## src/rtl/ttl_pkg.sv

```systemverilog
// Shared definitions for receivers sitting on multiplexed 4-bit TTL buses:
// nibble-assembly FSM encoding, default settle time and a word-join helper.
package ttl_pkg;

    typedef enum logic {
        EXPECT_LO = 1'b0,
        EXPECT_HI = 1'b1
    } rx_state_e;

    localparam int unsigned SETTLE_DEFAULT = 2;

    function automatic logic [7:0] join_nibbles(input logic [3:0] hi, input logic [3:0] lo);
        return {hi, lo};
    endfunction

endpackage

```

## src/rtl/settle_timer.sv

```systemverilog
// Tracks how long the transmitter's select line has been stable and reports
// when the multiplexed bus may be sampled.
module settle_timer #(
    parameter int unsigned SETTLE = ttl_pkg::SETTLE_DEFAULT
) (
    input  logic clk_i,
    input  logic reset_ni,
    input  logic sel_i,
    output logic settled_o
);

    localparam int unsigned CW = (SETTLE > 0) ? $clog2(SETTLE + 1) : 1;
    localparam logic [CW-1:0] LOAD = CW'(SETTLE);

    logic          sel_q;
    logic [CW-1:0] cnt_q;
    logic [CW-1:0] cnt_d;
    logic [CW-1:0] eff;
    logic          change;

    // A change seen this cycle counts as the first settle cycle, so the bus is
    // usable exactly SETTLE cycles after the select line moved.
    always_comb begin
        change    = (sel_i != sel_q);
        eff       = change ? LOAD : cnt_q;
        settled_o = (eff == '0);
        cnt_d     = settled_o ? '0 : eff - CW'(1);
    end

    always_ff @(posedge clk_i or negedge reset_ni) begin
        if (!reset_ni) begin
            sel_q <= 1'b0;
            cnt_q <= LOAD;
        end else begin
            sel_q <= sel_i;
            cnt_q <= cnt_d;
        end
    end

endmodule

```

## src/rtl/nibble_demux_rx.sv

```systemverilog
// Receiver for the 74157-multiplexed nibble bus: settles, samples and pairs
// low/high nibbles into bytes presented through a one-entry output register.
module nibble_demux_rx
    import ttl_pkg::*;
#(
    parameter int unsigned SETTLE = SETTLE_DEFAULT
) (
    input  logic       clk,
    input  logic       reset_n,
    input  logic [3:0] bus,
    input  logic       mux_sel,
    input  logic       strobe,
    output logic [7:0] word,
    output logic       word_valid,
    input  logic       word_ready,
    output logic       seq_err,
    output logic       ovf_err,
    input  logic       err_clr,
    output rx_state_e  dbg_state_o
);

    logic settled;

    settle_timer #(
        .SETTLE(SETTLE)
    ) u_settle (
        .clk_i    (clk),
        .reset_ni (reset_n),
        .sel_i    (mux_sel),
        .settled_o(settled)
    );

    rx_state_e  state_q, state_d;
    logic [3:0] lo_q, lo_d;
    logic [7:0] word_q, word_d;
    logic       valid_q, valid_d;
    logic       seq_q, seq_d;
    logic       ovf_q, ovf_d;
    logic       pending_q, pending_d;
    logic       smp_vld_q, smp_vld_d;
    logic [3:0] smp_nib_q, smp_nib_d;
    logic       smp_sel_q, smp_sel_d;

    logic       take;
    logic       seq_set;
    logic       ovf_set;
    logic       complete;
    logic [7:0] new_word;

    // Sample stage: a strobe either lands now (bus settled) or waits as the
    // single pending request; a strobe on top of a pending one is an error.
    always_comb begin
        take      = settled & (strobe | pending_q);
        pending_d = pending_q;
        if (take) begin
            pending_d = 1'b0;
        end else if (strobe) begin
            pending_d = 1'b1;
        end
        smp_vld_d = take;
        smp_nib_d = take ? bus : smp_nib_q;
        smp_sel_d = take ? mux_sel : smp_sel_q;
    end

    always_comb begin
        state_d  = state_q;
        lo_d     = lo_q;
        seq_set  = strobe & pending_q;
        complete = 1'b0;
        new_word = join_nibbles(smp_nib_q, lo_q);
        if (smp_vld_q) begin
            unique case (state_q)
                EXPECT_LO: begin
                    if (!smp_sel_q) begin
                        lo_d    = smp_nib_q;
                        state_d = EXPECT_HI;
                    end else begin
                        seq_set = 1'b1;
                    end
                end
                EXPECT_HI: begin
                    if (smp_sel_q) begin
                        complete = 1'b1;
                        state_d  = EXPECT_LO;
                    end else begin
                        // A second low nibble restarts the pair with the newer value.
                        seq_set = 1'b1;
                        lo_d    = smp_nib_q;
                    end
                end
                default: state_d = EXPECT_LO;
            endcase
        end
    end

    // Output handshake: word is transferred on a cycle where word_valid and
    // word_ready are both high; a completion may refill the register in that
    // same cycle, otherwise a completion into a full register is dropped.
    always_comb begin
        word_d  = word_q;
        valid_d = valid_q;
        ovf_set = 1'b0;
        if (complete) begin
            if (!valid_q || word_ready) begin
                word_d  = new_word;
                valid_d = 1'b1;
            end else begin
                ovf_set = 1'b1;
            end
        end else if (valid_q && word_ready) begin
            valid_d = 1'b0;
        end
        seq_d = (seq_q & ~err_clr) | seq_set;
        ovf_d = (ovf_q & ~err_clr) | ovf_set;
    end

    always_ff @(posedge clk or negedge reset_n) begin
        if (!reset_n) begin
            state_q   <= EXPECT_LO;
            lo_q      <= '0;
            word_q    <= '0;
            valid_q   <= 1'b0;
            seq_q     <= 1'b0;
            ovf_q     <= 1'b0;
            pending_q <= 1'b0;
            smp_vld_q <= 1'b0;
            smp_nib_q <= '0;
            smp_sel_q <= 1'b0;
        end else begin
            state_q   <= state_d;
            lo_q      <= lo_d;
            word_q    <= word_d;
            valid_q   <= valid_d;
            seq_q     <= seq_d;
            ovf_q     <= ovf_d;
            pending_q <= pending_d;
            smp_vld_q <= smp_vld_d;
            smp_nib_q <= smp_nib_d;
            smp_sel_q <= smp_sel_d;
        end
    end

    assign word        = word_q;
    assign word_valid  = valid_q;
    assign seq_err     = seq_q;
    assign ovf_err     = ovf_q;
    assign dbg_state_o = state_q;

endmodule

```

## config.mk

```make
export PLATFORM = sky130hd
export DESIGN_NAME = nibble_demux_rx
export DESIGN_NICKNAME = d
export VERILOG_FILES = /design/src/rtl/ttl_pkg.sv /design/src/rtl/settle_timer.sv /design/src/rtl/nibble_demux_rx.sv
export SDC_FILE = /design/constraint.sdc
export NUM_CORES = 1
export LEC_CHECK = 0
export BUFFER_PORTS_ARGS = -buffer_cell sky130_fd_sc_hd__buf_2
export CAP_MARGIN = 20
export CORE_ASPECT_RATIO = 1.2
export CORE_MARGIN = 1.5
export CORE_UTILIZATION = 51
export DETAILED_ROUTE_END_ITERATION = 12
export PLACE_DENSITY = 0.76
export SLEW_MARGIN = 5
export SYNTH_ARGS = -nofsm -noshare
export SYNTH_HDL_FRONTEND = slang
export SYNTH_SLANG_ARGS = --single-unit
```

## constraint.sdc

```tcl
create_clock -name clk -period 1.4 [get_ports clk]
set_input_delay 0.07 -clock clk [delete_from_list [all_inputs] [get_ports clk]]
set_output_delay 0.07 -clock clk [all_outputs]
set_load 0.1 [all_outputs]
```

==> results.cfg, run 1 <==
[die]
die_w_um = 43.22
start_util_pct = 54.10
row_count = 17
fp.dieH_um = 51.26
ios = 22
die_area_mm2 = 0.002215
core-area_mm2 = 0.001829

[timing]
worst_slack_ns = 0.08199
max_slew.worst_pin.slew_ns = 0.5600
rsz0062_at_grt = false
final.setup_skew_ns = 0.0006767
slew_viol_final = 0
hold_viol_final = 0
totalNegativeSetupSlack_ns = 0
slew_headroom_pct = 62.67
finalCriticalPeriod_ns = 1.318
fmax_ghz = 0.7587
final.period_utilization_pct = 94.14
finalSetupViolCount = 0

[global_routing]
antenna_found_initial = 0
grt_max_degree = 27
gr-total-overflow = 0
grt_use_total_pct = 16.50
grt_pass1_vias = 602
grt_pass1_wl_um = 2594

[worst_setup_path]
critPathRequiredTime_ns = 1.61
r2r_cells = 4
endpoint_kind = flop
path_class = reg2reg
worst_setup_path_start_kind = flop
arrival_ns = 1.53
path_max_fanout = 8

[routing]
wire_per_inst_um = 12.54
drtIter0Drc = 2
routed_wl_um = 1492
via_per_inst = 5.076
firstDrtPassIters = 2
ant_nets = 0
vias = 604
drc_errors = 0

[cells_and_area]
drive_gt1_share_pct = 52.00
final_cell_area_mm2 = 0.001255
area_delta_synth_final_pct = 26.80
final_cell_mix = dfrtp_1 (23), buf_2 (21), mux2_2 (17)
seq_area_um2 = 659.4
final_cells = 119
final_common_cell = dfrtp_1
final_nets = 111
multi_input_area_um2 = 316.6
diodes = 0
num-fill-cells = 139

[placed_design]
placed_cell_area_mm2 = 0.001139
hpwl_um = 1008
placed_cells = 107
io_buffers = 21
place_ws_ns = 0.08158
globalplace.congestion = 0.6909

[clock_network]
root_buffer = clkbuf_4
clk_pin_slew_worst_paths_ns = 0.12
cts_buffers = 3
clkLatencyLatePin_ns = 0.31
clock_sinks = 26
clockBufferDepth = 2
cts_tree = done
post_cts_buffers = 0
h-tree-depth = 1

[outcome]
outcome = finished clean

[hold_path]
whs_path_depth = 3
hp-class = in2reg

[yosys]
synth_warnings = 0
synthesis.area_um2 = 989.7
avgSynthCellArea_um2 = 15.00
synth.net_count = 76
yosys.cell_types.count = 19
ys_seq_elements = 26
synth_seq_area_share_pct = 65.87
syn_inst = 66

[job]
max-cap-violations = 0
final timing paths:
kind / endpoint / slack [ns] / startpoint
max reg2reg: word[7] / 0.08 / word_valid
max in group asynchronous: word_valid / 0.72 / reset_n
min reg2reg: seq_err / 0.49 / pending_q
min: word_valid / 0.009 / word_ready
max: word[7] / 0.08 / word_valid
min in group asynchronous: seq_err / 0.27 / reset_n
cell type report:
cell class,instances,area share (%)
Timing Repair Buffer,31,15.95
Clock buffer,4,2.891
Multi-Input combinational cell,34,25.22
Tap cell,19,1.894
Sequential cell,26,52.54
Inverter,5,1.496
registers in the layout, indices dropped and copies added (netlist names):
| name | flops |
|---|---|
| word | 8 |
| lo_q | 4 |
| smp_nib_q | 4 |
| u_settle.cnt_q | 2 |
| dbg_state_o | 1 |
| ovf_err | 1 |
| pending_q | 1 |
| seq_err | 1 |
| smp_sel_q | 1 |
| smp_vld_q | 1 |
| u_settle.sel_q | 1 |
| word_valid | 1 |
cell families after synthesis:
group / synth area share (%)
flip-flops: 65.87
multiplexers: 19.34
AND/OR/NAND/NOR: 6.321
buffers and inverters: 2.655
AO/OA/AOI/OAI: 3.287
XOR/XNOR: 2.529
metal layers:
layer / GRT usage [%] / wire length [µm] / vias to the layer above
met5: 0 / 0 / -
met4: 10.61 / 42 / 0
met3: 2.120 / 60 / 5
met2: 25.87 / 743 / 18
met1: 21.38 / 646 / 289
li1: - / - / 292
repair_timing:
item                      CTS  global route
resized for setup           0             0
hold endpoints to repair   32             0
hold buffers                8             0
through the flow:
stage	utilization, %	hold WS, ns
2_1_floorplan	-	-0.2256
3_3_place_gp	62.24	0.08355
3_5_place_dp	62.24	0.08829
4_1_cts	68.60	0.003081
5_1_grt	68.60	0.007241
6_report	68.60	0.008605
worst max-delay path, cell delays in order (launching register included):
cell	delay (ns)
dfrtp_4	0.51
nand2b_4	0.08
nor2b_1	0.12
buf_4	0.17
mux2_2	0.34
cell usage after synthesis:
cell	count	area (µm²)
dfrtp_1	25	625.6
mux2_2	17	191.4
inv_1	5	18.77
nor2_1	3	11.26
nand2_1	2	7.510
a21o_1	1	7.510
a21oi_1	1	5.000
and3_2	1	7.510
buf_4	1	7.510
dfstp_2	1	26.28
nand2b_4	1	13.76
nand3_1	1	5.000
nand3b_2	1	11.26
nor2b_1	1	6.260
o21ai_0	1	5.000
o221ai_1	1	8.760
o22ai_1	1	6.260
xnor2_1	1	8.760
xnor2_2	1	16.27
Power of run 1 is not shown: default switching activity piles up to over one toggle a cycle in this logic, so the estimate is an artifact.
==> inputs of run 2 (changes only) <==
--- a/config.mk
+++ b/config.mk
@@ -12,6 +12,7 @@
 export CORE_UTILIZATION = 51
 export DETAILED_ROUTE_END_ITERATION = 12
 export PLACE_DENSITY = 0.76
+export SETUP_SLACK_MARGIN = 0.1
 export SLEW_MARGIN = 5
 export SYNTH_ARGS = -nofsm -noshare
 export SYNTH_HDL_FRONTEND = slang
==> run 2 against run 1 <==
Effect of this change:
- routed wire length grew 14%
- first-iteration DRC count is the same
- via count grew 3.1%
- clock skew grew 0.00079 ns
- final area grew 6.0%
==> results.cfg, run 2 (same netlist as run 1, synthesis figures left out) <==
[routing]
drtIter0Drc = 2
via_per_inst = 5.192
vias = 623
wire_per_inst_um = 14.16
routed_wl_um = 1699
firstDrtPassIters = 2
drc_errors = 0
ant_nets = 0

[worst_setup_path]
path_max_fanout = 8
critPathRequiredTime_ns = 1.61
worst_setup_path_start_kind = flop
arrival_ns = 1.50
path_class = reg2reg
endpoint_kind = flop

[clock_network]
h-tree-depth = 1
root_buffer = clkbuf_4
clk_pin_slew_worst_paths_ns = 0.13
clockBufferDepth = 2
cts_tree = done
cts_buffers = 3
clock_sinks = 26
clkLatencyLatePin_ns = 0.31

[placed_design]
place_ws_ns = 0.08158
globalplace.congestion = 0.6909
hpwl_um = 1008
placed_cells = 107
io_buffers = 21

[global_routing]
gr-total-overflow = 0
grt_pass1_wl_um = 2739
grt_max_degree = 27
grt_pass1_vias = 612
antenna_found_initial = 0
grt_use_total_pct = 17.40

[die]
die_area_mm2 = 0.002215
start_util_pct = 54.10
ios = 22
fp.dieH_um = 51.26
die_w_um = 43.22
row_count = 17
core-area_mm2 = 0.001829

[timing]
finalCriticalPeriod_ns = 1.289
rsz0062_at_grt = true
max_slew.worst_pin.slew_ns = 0.5678
final.setup_skew_ns = 0.001469
hold_viol_final = 0
slew_viol_final = 0
final.period_utilization_pct = 92.07
fmax_ghz = 0.7758
finalSetupViolCount = 0
slew_headroom_pct = 62.15
worst_slack_ns = 0.1111

[outcome]
outcome = finished clean

[cells_and_area]
drive_gt1_share_pct = 54.46
final_util_pct = 72.71
final_nets = 112
final_cells = 120
largest_register_ffs = 8
area_delta_synth_final_pct = 34.39
final_cell_mix = dfrtp_1 (23), buf_2 (21), mux2_2 (9)
final_common_cell = dfrtp_1
num-fill-cells = 129
diodes = 0

[hold_path]
hp-class = in2reg

[job]
max-cap-violations = 0
## run 2: changes by cell type in the layout (fill, tap and decap cells not counted), sizes merged
cell	previous run	this run
buf	23	24
## run 2: per-layer routing
metal	global-route usage [%]	vias to the layer above	part of all wire [%]
met2	27.36	15	52
met5	0	-	0
li1	-	296	-
met1	22.80	310	44
met4	10.61	0	0.94
met3	2.120	2	3.4
## run 2: timing repair
item                       4_1_cts  5_1_grt
setup endpoints to repair       13       13
gates resized for setup          9        6
buffers inserted                 0        1
hold buffers                     8        0
hold endpoints to repair        32        0
pin swaps                        0        1
## run 2: final timing paths
path	start	endpoint	slack [ns]	cells after the start
hold reg to reg	u_settle.cnt_q[0]	u_settle.cnt_q[0]	0.50	1
setup reg to reg	word_valid	word[0]	0.11	4
setup / recovery	word_valid	word[0]	0.11	4
hold / removal	word_ready	ovf_err	0.05	3
min in group asynchronous	reset_n	seq_err	0.27	2
max in group asynchronous	reset_n	dbg_state_o	0.71	2
## run 2: metrics by stage
| step | setup TNS (ns) | area, µm² | hold slack (ns) |
|---|---|---|---|
| 3_3_place_gp | 0 | 1139 | 0.08355 |
| 6_report | 0 | 1330 | 0.04786 |
| 3_5_place_dp | 0 | 1139 | 0.08829 |
| 4_1_cts | 0 | 1294 | 0.006419 |
| 5_1_grt | 0 | 1330 | 0.05857 |
| 2_1_floorplan | -0.4049 | 1002 | -0.2256 |
## run 2: worst max-delay path, stage by stage (launching register included)
cell and delay (ns):
dfrtp_4 0.51, nand2b_4 0.08, nor2b_4 0.14, buf_8 0.15
mux2_4 0.30
## run 2: final cells by class
type	count	area (µm²)	share of cell area (%)
flip-flops and latches	26	659.4	49.58
multi-input cells	34	376.6	28.32
repair buffers	32	215.2	16.18
clock buffers	4	36.28	2.728
well taps	19	23.77	1.787
inverters	5	18.77	1.411
Power of run 2 is left out for the same reason.
